==> config.mk <==
export PLATFORM = sky130hd
export DESIGN_NAME = wb_sram_ctrl_flat
export DESIGN_NICKNAME = d
export VERILOG_FILES = /design/src/rtl/wb_sram_ctrl_pkg.sv /design/src/rtl/wb_sram_ctrl_if.sv /design/src/rtl/wb_sram_ctrl_rd_mux.sv /design/src/rtl/wb_sram_ctrl.sv /design/src/flat_wrapper.sv
export SDC_FILE = /design/constraint.sdc
export NUM_CORES = 1
export LEC_CHECK = 0
export BUFFER_PORTS_ARGS = -buffer_cell sky130_fd_sc_hd__buf_2
export CORE_MARGIN = 2
export CORE_UTILIZATION = 30
export CTS_BUF_LIST = sky130_fd_sc_hd__clkbuf_4
export DETAILED_ROUTE_END_ITERATION = 8
export SYNTH_ARGS = -nofsm -noshare
export SYNTH_HDL_FRONTEND = slang
export SYNTH_SLANG_ARGS = --single-unit
==> constraint.sdc <==
create_clock -name wb_clk_i -period 5.71 [get_ports wb_clk_i]
set_input_delay 0.571 -clock wb_clk_i [delete_from_list [all_inputs] [get_ports wb_clk_i]]
set_output_delay 0.571 -clock wb_clk_i [all_outputs]
set_load 0.005 [all_outputs]
==> src/rtl/wb_sram_ctrl_pkg.sv <==
// Shared types and constants for the Wishbone-to-SRAM controller.
// The macro geometry matches sky130_sram_2kbyte_1rw1r_32x512_8.
package wb_sram_pkg;

  typedef enum logic [2:0] {
    IDLE,
    WR,
    RD,
    RDW,
    ACK
  } state_e;

  localparam int SRAM_WORDS = 512;
  localparam int SRAM_AW    = 9;
  localparam int SRAM_DW    = 32;
  localparam int BANK_BYTES = 2048;

  function automatic int clog2(input int n);
    int r;
    r = 0;
    while ((1 << r) < n) r++;
    return r;
  endfunction

endpackage

==> src/rtl/wb_sram_ctrl_if.sv <==
// Wishbone classic slave signal bundle used between the bus and the SRAM controller.
interface wb_sram_ctrl_if;
  import wb_sram_pkg::*;

  logic               wbs_cyc_i;
  logic               wbs_stb_i;
  logic               wbs_we_i;
  logic [3:0]         wbs_sel_i;
  logic [31:0]        wbs_adr_i;
  logic [SRAM_DW-1:0] wbs_dat_i;
  logic               wbs_ack_o;
  logic [SRAM_DW-1:0] wbs_dat_o;

  modport slave (
    input  wbs_cyc_i, wbs_stb_i, wbs_we_i, wbs_sel_i, wbs_adr_i, wbs_dat_i,
    output wbs_ack_o, wbs_dat_o
  );

  modport master (
    output wbs_cyc_i, wbs_stb_i, wbs_we_i, wbs_sel_i, wbs_adr_i, wbs_dat_i,
    input  wbs_ack_o, wbs_dat_o
  );

endinterface

==> src/rtl/wb_sram_ctrl_rd_mux.sv <==
// Bank selection of the SRAM port-1 read data; isolated because it sits on the
// longest path from the macro outputs into the read-data register.
module wb_sram_rd_mux
  import wb_sram_pkg::*;
#(
  parameter int NBANKS = 4,
  parameter int BW     = 2
) (
  input  logic [SRAM_DW*NBANKS-1:0] dout,
  input  logic [BW-1:0]             bank,
  output logic [SRAM_DW-1:0]        rdata
);

  always_comb begin
    rdata = '0;
    for (int b = 0; b < NBANKS; b++) begin
      if (bank == BW'(b)) rdata = dout[SRAM_DW*b +: SRAM_DW];
    end
  end

endmodule

==> src/rtl/wb_sram_ctrl.sv <==
// Wishbone classic slave driving a bank of 1RW1R SRAM macros: writes on port 0,
// reads on port 1, all macro controls registered, single-cycle ack.
module wb_sram_ctrl
  import wb_sram_pkg::*;
#(
  parameter int          NBANKS    = 4,
  parameter logic [31:0] BASE_ADDR = 32'h3000_0000,
  parameter int          RD_LAT    = 1,
  parameter logic [31:0] OOR_DATA  = 32'h0000_0000
) (
  input  logic                      wb_clk_i,
  input  logic                      wb_rst_ni,
  wb_sram_ctrl_if.slave             wbs,
  output logic [NBANKS-1:0]         sram_csb0,
  output logic                      sram_web0,
  output logic [3:0]                sram_wmask0,
  output logic [SRAM_AW-1:0]        sram_addr0,
  output logic [SRAM_DW-1:0]        sram_din0,
  output logic [NBANKS-1:0]         sram_csb1,
  output logic [SRAM_AW-1:0]        sram_addr1,
  input  logic [SRAM_DW*NBANKS-1:0] sram_dout1,
  output logic                      busy_o
);

  localparam int BANK_LOG = clog2(NBANKS);
  localparam int BW       = (BANK_LOG < 1) ? 1 : BANK_LOG;
  // Base is aligned to the full window, so range check is a tag compare.
  localparam int HI       = 11 + BANK_LOG;

  state_e             state, state_nx;
  logic [BW-1:0]      bank_q;
  logic [1:0]         lat_cnt;
  logic [SRAM_DW-1:0] dat_q;
  logic [SRAM_DW-1:0] rd_word;

  logic               req;
  logic               in_range;
  logic [BW-1:0]      bank_d;
  logic [SRAM_AW-1:0] word_d;

  logic start_wr, start_rd, end_wr, end_rd;
  logic load_cnt, dec_cnt, capture, load_oor;

  assign req      = wbs.wbs_cyc_i & wbs.wbs_stb_i;
  assign in_range = (wbs.wbs_adr_i[31:HI] == BASE_ADDR[31:HI]);
  assign bank_d   = wbs.wbs_adr_i[11 +: BW];
  assign word_d   = wbs.wbs_adr_i[10:2];

  wb_sram_rd_mux #(
    .NBANKS (NBANKS),
    .BW     (BW)
  ) u_rd_mux (
    .dout  (sram_dout1),
    .bank  (bank_q),
    .rdata (rd_word)
  );

  always_ff @(posedge wb_clk_i or negedge wb_rst_ni) begin
    if (!wb_rst_ni) state <= IDLE;
    else            state <= state_nx;
  end

  always_comb begin
    state_nx = state;
    start_wr = 1'b0;
    start_rd = 1'b0;
    end_wr   = 1'b0;
    end_rd   = 1'b0;
    load_cnt = 1'b0;
    dec_cnt  = 1'b0;
    capture  = 1'b0;
    load_oor = 1'b0;
    case (state)
      IDLE: begin
        if (req) begin
          if (!in_range) begin
            load_oor = 1'b1;
            state_nx = ACK;
          end else if (wbs.wbs_we_i) begin
            start_wr = 1'b1;
            state_nx = WR;
          end else begin
            start_rd = 1'b1;
            state_nx = RD;
          end
        end
      end
      WR: begin
        // The macro captures the write at the end of this cycle regardless of abort.
        end_wr   = 1'b1;
        state_nx = wbs.wbs_cyc_i ? ACK : IDLE;
      end
      RD: begin
        end_rd = 1'b1;
        if (wbs.wbs_cyc_i) begin
          load_cnt = 1'b1;
          state_nx = RDW;
        end else begin
          state_nx = IDLE;
        end
      end
      RDW: begin
        if (!wbs.wbs_cyc_i) begin
          state_nx = IDLE;
        end else if (lat_cnt == '0) begin
          capture  = 1'b1;
          state_nx = ACK;
        end else begin
          dec_cnt = 1'b1;
        end
      end
      ACK:     state_nx = IDLE;
      default: state_nx = IDLE;
    endcase
  end

  always_ff @(posedge wb_clk_i or negedge wb_rst_ni) begin
    if (!wb_rst_ni) begin
      sram_csb0   <= '1;
      sram_web0   <= 1'b1;
      sram_wmask0 <= '0;
      sram_addr0  <= '0;
      sram_din0   <= '0;
      sram_csb1   <= '1;
      sram_addr1  <= '0;
      bank_q      <= '0;
      lat_cnt     <= '0;
      dat_q       <= '0;
    end else begin
      if (start_wr) begin
        sram_csb0   <= ~(NBANKS'(1) << bank_d);
        sram_web0   <= 1'b0;
        sram_wmask0 <= wbs.wbs_sel_i;
        sram_addr0  <= word_d;
        sram_din0   <= wbs.wbs_dat_i;
      end else if (end_wr) begin
        sram_csb0   <= '1;
        sram_web0   <= 1'b1;
        sram_wmask0 <= '0;
      end

      if (start_rd) begin
        sram_csb1  <= ~(NBANKS'(1) << bank_d);
        sram_addr1 <= word_d;
        bank_q     <= bank_d;
      end else if (end_rd) begin
        sram_csb1 <= '1;
      end

      if (load_cnt)     lat_cnt <= 2'(RD_LAT - 1);
      else if (dec_cnt) lat_cnt <= lat_cnt - 2'd1;

      if (load_oor)     dat_q <= OOR_DATA;
      else if (capture) dat_q <= rd_word;
    end
  end

  assign wbs.wbs_ack_o = (state == ACK);
  assign wbs.wbs_dat_o = dat_q;
  assign busy_o        = (state != IDLE);

endmodule

==> src/flat_wrapper.sv <==
// flat-port wrapper written by rule: the top's interface ports become plain ports
module wb_sram_ctrl_flat import wb_sram_pkg::*;
#(
  parameter int          NBANKS    = 4,
  parameter logic [31:0] BASE_ADDR = 32'h3000_0000,
  parameter int          RD_LAT    = 1,
  parameter logic [31:0] OOR_DATA  = 32'h0000_0000
)
  (wb_clk_i, wb_rst_ni, sram_csb0, sram_web0, sram_wmask0, sram_addr0, sram_din0, sram_csb1, sram_addr1, sram_dout1, busy_o, wbs_wbs_cyc_i, wbs_wbs_stb_i, wbs_wbs_we_i, wbs_wbs_sel_i, wbs_wbs_adr_i, wbs_wbs_dat_i, wbs_wbs_ack_o, wbs_wbs_dat_o);
  wb_sram_ctrl_if wbs_i ();
  input  logic wb_clk_i;
  input  logic wb_rst_ni;
  output logic [NBANKS-1:0] sram_csb0;
  output logic sram_web0;
  output logic [3:0] sram_wmask0;
  output logic [SRAM_AW-1:0] sram_addr0;
  output logic [SRAM_DW-1:0] sram_din0;
  output logic [NBANKS-1:0] sram_csb1;
  output logic [SRAM_AW-1:0] sram_addr1;
  input  logic [SRAM_DW*NBANKS-1:0] sram_dout1;
  output logic busy_o;
  input wire logic [$bits(wbs_i.wbs_cyc_i)-1:0] wbs_wbs_cyc_i;
  input wire logic [$bits(wbs_i.wbs_stb_i)-1:0] wbs_wbs_stb_i;
  input wire logic [$bits(wbs_i.wbs_we_i)-1:0] wbs_wbs_we_i;
  input wire logic [$bits(wbs_i.wbs_sel_i)-1:0] wbs_wbs_sel_i;
  input wire logic [$bits(wbs_i.wbs_adr_i)-1:0] wbs_wbs_adr_i;
  input wire logic [$bits(wbs_i.wbs_dat_i)-1:0] wbs_wbs_dat_i;
  output wire logic [$bits(wbs_i.wbs_ack_o)-1:0] wbs_wbs_ack_o;
  output wire logic [$bits(wbs_i.wbs_dat_o)-1:0] wbs_wbs_dat_o;
  assign wbs_i.wbs_cyc_i = wbs_wbs_cyc_i;
  assign wbs_i.wbs_stb_i = wbs_wbs_stb_i;
  assign wbs_i.wbs_we_i = wbs_wbs_we_i;
  assign wbs_i.wbs_sel_i = wbs_wbs_sel_i;
  assign wbs_i.wbs_adr_i = wbs_wbs_adr_i;
  assign wbs_i.wbs_dat_i = wbs_wbs_dat_i;
  assign wbs_wbs_ack_o = wbs_i.wbs_ack_o;
  assign wbs_wbs_dat_o = wbs_i.wbs_dat_o;
  wb_sram_ctrl #(.NBANKS(NBANKS), .BASE_ADDR(BASE_ADDR), .RD_LAT(RD_LAT), .OOR_DATA(OOR_DATA)) u_core (.wb_clk_i(wb_clk_i), .wb_rst_ni(wb_rst_ni), .wbs(wbs_i), .sram_csb0(sram_csb0), .sram_web0(sram_web0), .sram_wmask0(sram_wmask0), .sram_addr0(sram_addr0), .sram_din0(sram_din0), .sram_csb1(sram_csb1), .sram_addr1(sram_addr1), .sram_dout1(sram_dout1), .busy_o(busy_o));
endmodule
==> implementation parameters <==
Parameter                              Value

Cells and area
  Number of standard cells in the layout, taps in and fillers out    889
  Final #Nets    865
  Area grow syn2layout    35.4%
  Number of inserted filler cells in the final layout    ~1,700
  Fraction of final layout cells with drive strength greater than 1    63.2%

Routing
  Detailed-route vias per instance    around 4.7
  DRT antenna net count    0
  Routed wirelength normalized by instance count    16.0 um
  Vias    4,145
  Drt first-iter violations    76
  First-pass iteration count of the detailed router    4
  Detailed-route DRC error count    0
  Total wire length after detailed routing    14,200 um

Timing
  Worst Tran Pin Value    1.16 ns
  Final worst path period share    45.1%
  Final critical-path required period    ~2.6 ns
  Fin. max-slew vios    0
  Number of setup violations in the final report    0
  Worst slack on hold paths    ~0.047 ns
  Setup repair after global routing missed its margin    false
  Hold violation count in the final report    0
  Clock skew    0.0187 ns
  Setup TNS Final    0 ns
  Worst slew slack as a fraction of its limit    22.4%
  Achievable clock frequency    ~390 MHz
  Worst setup margin    3.13 ns

Floorplanning
  Ports    just under 300
  Die outline width    around 130 um
  Count of standard-cell rows    47
  Starting density of the core    30.6%
  Area of the core    16,600 um^2
  Vertical die dimension    134 um
  Die footprint    18,000 um^2

Synth
  Area fraction of the dominant cell type after synthesis    45.8%
  Number of distinct standard cells referenced by the synthesized netlist    34
  Instance count of the mapped netlist    375
  Register area share after synthesis    approximately half
  Number of warnings issued by yosys    0
  Post-Synthesis Net Count    577
  Biggest area consumer among synthesized cells    sky130_fd_sc_hd__dfrtp_1
  Mapped Area    5080 um^2
  Synth area leaders    sky130_fd_sc_hd__dfrtp_1 (46%), sky130_fd_sc_hd__mux4_2 (14%), sky130_fd_sc_hd__mux2_4 (13%)
  Flops & latches, synth    102
  Synth Area per Inst    13.5 um^2

Placed design
  HPWL reported at the end of detailed placement    11,000 um
  Instance count after placement with tap cells included    between 800 and 900
  Final GP Congestion    around 0.8
  Number of buffers added on ports    295
  Pre-CTS setup slack    2.80 ns

Worst setup path
  Critical Path Stages    5
  Worst Reg2Reg Path Length in Cells    5
  Endpoint required time on the critical path    6.06 ns
  Worst R2R Setup Slack    3.13 ns
  Worst Path Buf+Inv    1
  Worst Setup End Kind    register
  Highest fanout seen on the critical path    50
  Arrival time at the worst endpoint    about 2.9 ns
  Cell with the largest stage delay on the worst path    sky130_fd_sc_hd__buf_4
  CP delay by family, top    simple AND/OR/NAND/NOR gates
  Peak per-stage delay on the critical path    0.73 ns
  Crit path kind    reg -> reg
  Reg2Reg Capture Point    u_core.sram_din0[9]$_DFFE_PN0P_
  Critical register-to-register path startpoint    u_core.state[1]$_DFFE_PN0P_
  Chain of cells forming the critical path    or3_4, or2_4, nor4_4, buf_4, mux2_4
  Critical path launch point type    register

Power and ir drop
  P_leak    3.51 nW
  Peak supply drop    roughly 0.000079 V
  Power Dens Cells    roughly 180 nW/um^2

Clocking
  TritonCTS Sinks    roughly 100
  CTS Buffer Depth    2
  TritonCTS clock tree    yes
  Root buffer cell    sky130_fd_sc_hd__clkbuf_4
  Postcts setup bufs    0
  Number of buffers created by CTS    9
  Clock latency reported for the late side of the worst-skew pair    0.46 ns
  Clock-pin slew reported for the worst setup and hold paths after clock tree synthesis    0.16 ns
  Number of resized instances in the post-cts repair step    0
  Maximum level of the CTS H-tree    3
  CTS hold repair buffers    0

GRT
  Total congestion overflow    0
  Via count of the first global-routing pass    4,502
  Number of antenna violations at the first check in global routing    1
  Wire length of the first global-routing pass    22,300 um
  Maximum number of pins on one net before global-route repair    66
  Total Routing Usage GR    15.8%

Outcome
  Outcome    finished clean

Min path
  Hold WC Path Type    in -> async

Flow run
  Max-cap check violation count    0
per-stage QoR:
step | total power, mW | instance area, um^2 | util, %
after detailed placement | 0.853 | 6740 | 40.7
after global routing | 1.28 | 6880 | 41.5
final | 1.21 | 6880 | 41.5
after global placement | 0.849 | 6740 | 40.7
after floorplan | 0.765 | 5080 | -
after CTS | 1.24 | 6880 | 41.5
cells by family after synthesis:
| logic type | after synthesis | share of synthesized area (%) |
|---|---|---|
| buffers and inverters | 28 | 3.03 |
| adders and majority gates | 1 | 0.246 |
| AOI/OAI and AO/OA | 39 | 4.31 |
| DFF | 102 | 50.5 |
| xor gates and xnor gates | 1 | 0.172 |
| and+or+nand+nor | 108 | 10.3 |
| muxes | 96 | 31.5 |
area by class of cell:
cell class | count | area (um^2) | share of cell area, %
inverters | 4 | 15.0 | 0.218
clock inverters | 7 | 65.1 | 0.946
diodes | 1 | 2.50 | 0.0364
flip-flops and latches | 102 | 2560 | 37.3
multi-input cells | 245 | 2360 | 34.4
repair buffers | 301 | 1520 | 22.2
well taps | 220 | 275 | 4.00
clock buffers | 9 | 67.6 | 0.982
layer usage:
layer	share of wire (%)	track usage [%]
met5	0	0
met4	2.4	6.61
met3	7.0	3.51
met2	53	29.5
met1	38	17.3
registers in the layout, indices dropped and copies added (netlist names):
name / count
u_core.sram_din0: 32
u_core.wbs.wbs_dat_o: 32
u_core.sram_addr0: 9
u_core.sram_addr1: 9
u_core.sram_csb0: 4
u_core.sram_csb1: 4
u_core.sram_wmask0: 4
u_core.state: 3
u_core.bank_q: 2
u_core.lat_cnt: 2
u_core.sram_web0: 1
how the worst max path moves through the flow:
stage	from	to	slack, ns
floorplan	wbs_wbs_adr_i[14]	u_core.sram_addr0[0]$_DFFE_PN0P_	3.38
global placement	wbs_wbs_adr_i[14]	u_core.sram_din0[26]$_DFFE_PN0P_	2.85
detailed placement	wbs_wbs_adr_i[15]	u_core.sram_din0[18]$_DFFE_PN0P_	2.80
CTS	u_core.state[1]$_DFFE_PN0P_	u_core.sram_din0[26]$_DFFE_PN0P_	3.14
global route	u_core.state[1]$_DFFE_PN0P_	u_core.sram_din0[9]$_DFFE_PN0P_	3.06
finish	u_core.state[1]$_DFFE_PN0P_	u_core.sram_din0[9]$_DFFE_PN0P_	3.13
cells in the final DEF, fill, tap and decap left out, types with 2 or more instances in the layout:
master	count
sky130_fd_sc_hd__dfstp_2	9
sky130_fd_sc_hd__mux2_2	11
sky130_fd_sc_hd__mux2_4	45
sky130_fd_sc_hd__buf_4	7
sky130_fd_sc_hd__nor3b_1	2
sky130_fd_sc_hd__dfrtp_1	92
sky130_fd_sc_hd__clkinv_4	2
sky130_fd_sc_hd__mux2i_1	8
sky130_fd_sc_hd__buf_2	294
sky130_fd_sc_hd__a21oi_1	33
sky130_fd_sc_hd__clkinv_2	2
sky130_fd_sc_hd__mux4_2	32
sky130_fd_sc_hd__clkinv_1	2
sky130_fd_sc_hd__nor2_1	13
sky130_fd_sc_hd__and2_1	2
sky130_fd_sc_hd__nor2b_1	7
sky130_fd_sc_hd__nor4_4	2
sky130_fd_sc_hd__or3_2	2
sky130_fd_sc_hd__inv_1	4
sky130_fd_sc_hd__a221oi_1	3
sky130_fd_sc_hd__nor4_1	3
sky130_fd_sc_hd__clkbuf_4	9
sky130_fd_sc_hd__nand2_1	67
worst register-to-register path, cell delays in order (launching register included):
cell and delay (ns):
sky130_fd_sc_hd__dfrtp_1 0.47, sky130_fd_sc_hd__or3_4 0.42, sky130_fd_sc_hd__or2_4 0.29, sky130_fd_sc_hd__nor4_4 0.12, sky130_fd_sc_hd__buf_4 0.73, sky130_fd_sc_hd__mux2_4 0.43
synthesized netlist by cell type, drive strengths merged:
cell type and instances:
dfrtp 93, nand2 67, mux2 56, a21oi 33, mux4 32, clkbuf 15, nor2 14, buf 9
dfstp 9, mux2i 8, nor2b 7, nor4 5, inv 4, a221oi 3, or3 3, and2 2
nor3b 2, or2 2, and3b 1, ha 1, nand3 1, nand3b 1, nand4 1, nor3 1
o2111a 1, o2111ai 1, o211ai 1, or4 1, xnor2 1
power breakdown:
part | switching [mW] | internal (mW) | total, mW | leakage (nW)
Clock | 0.244 | 0.131 | 0.376 | 0.0747
Sequential | 0.000735 | 0.723 | 0.724 | 1.39
Combinational | 0.0463 | 0.0669 | 0.113 | 2.04
Total | 0.291 | 0.922 | 1.21 | 3.51
No activity file was read; power rests on OpenSTA's default activity.
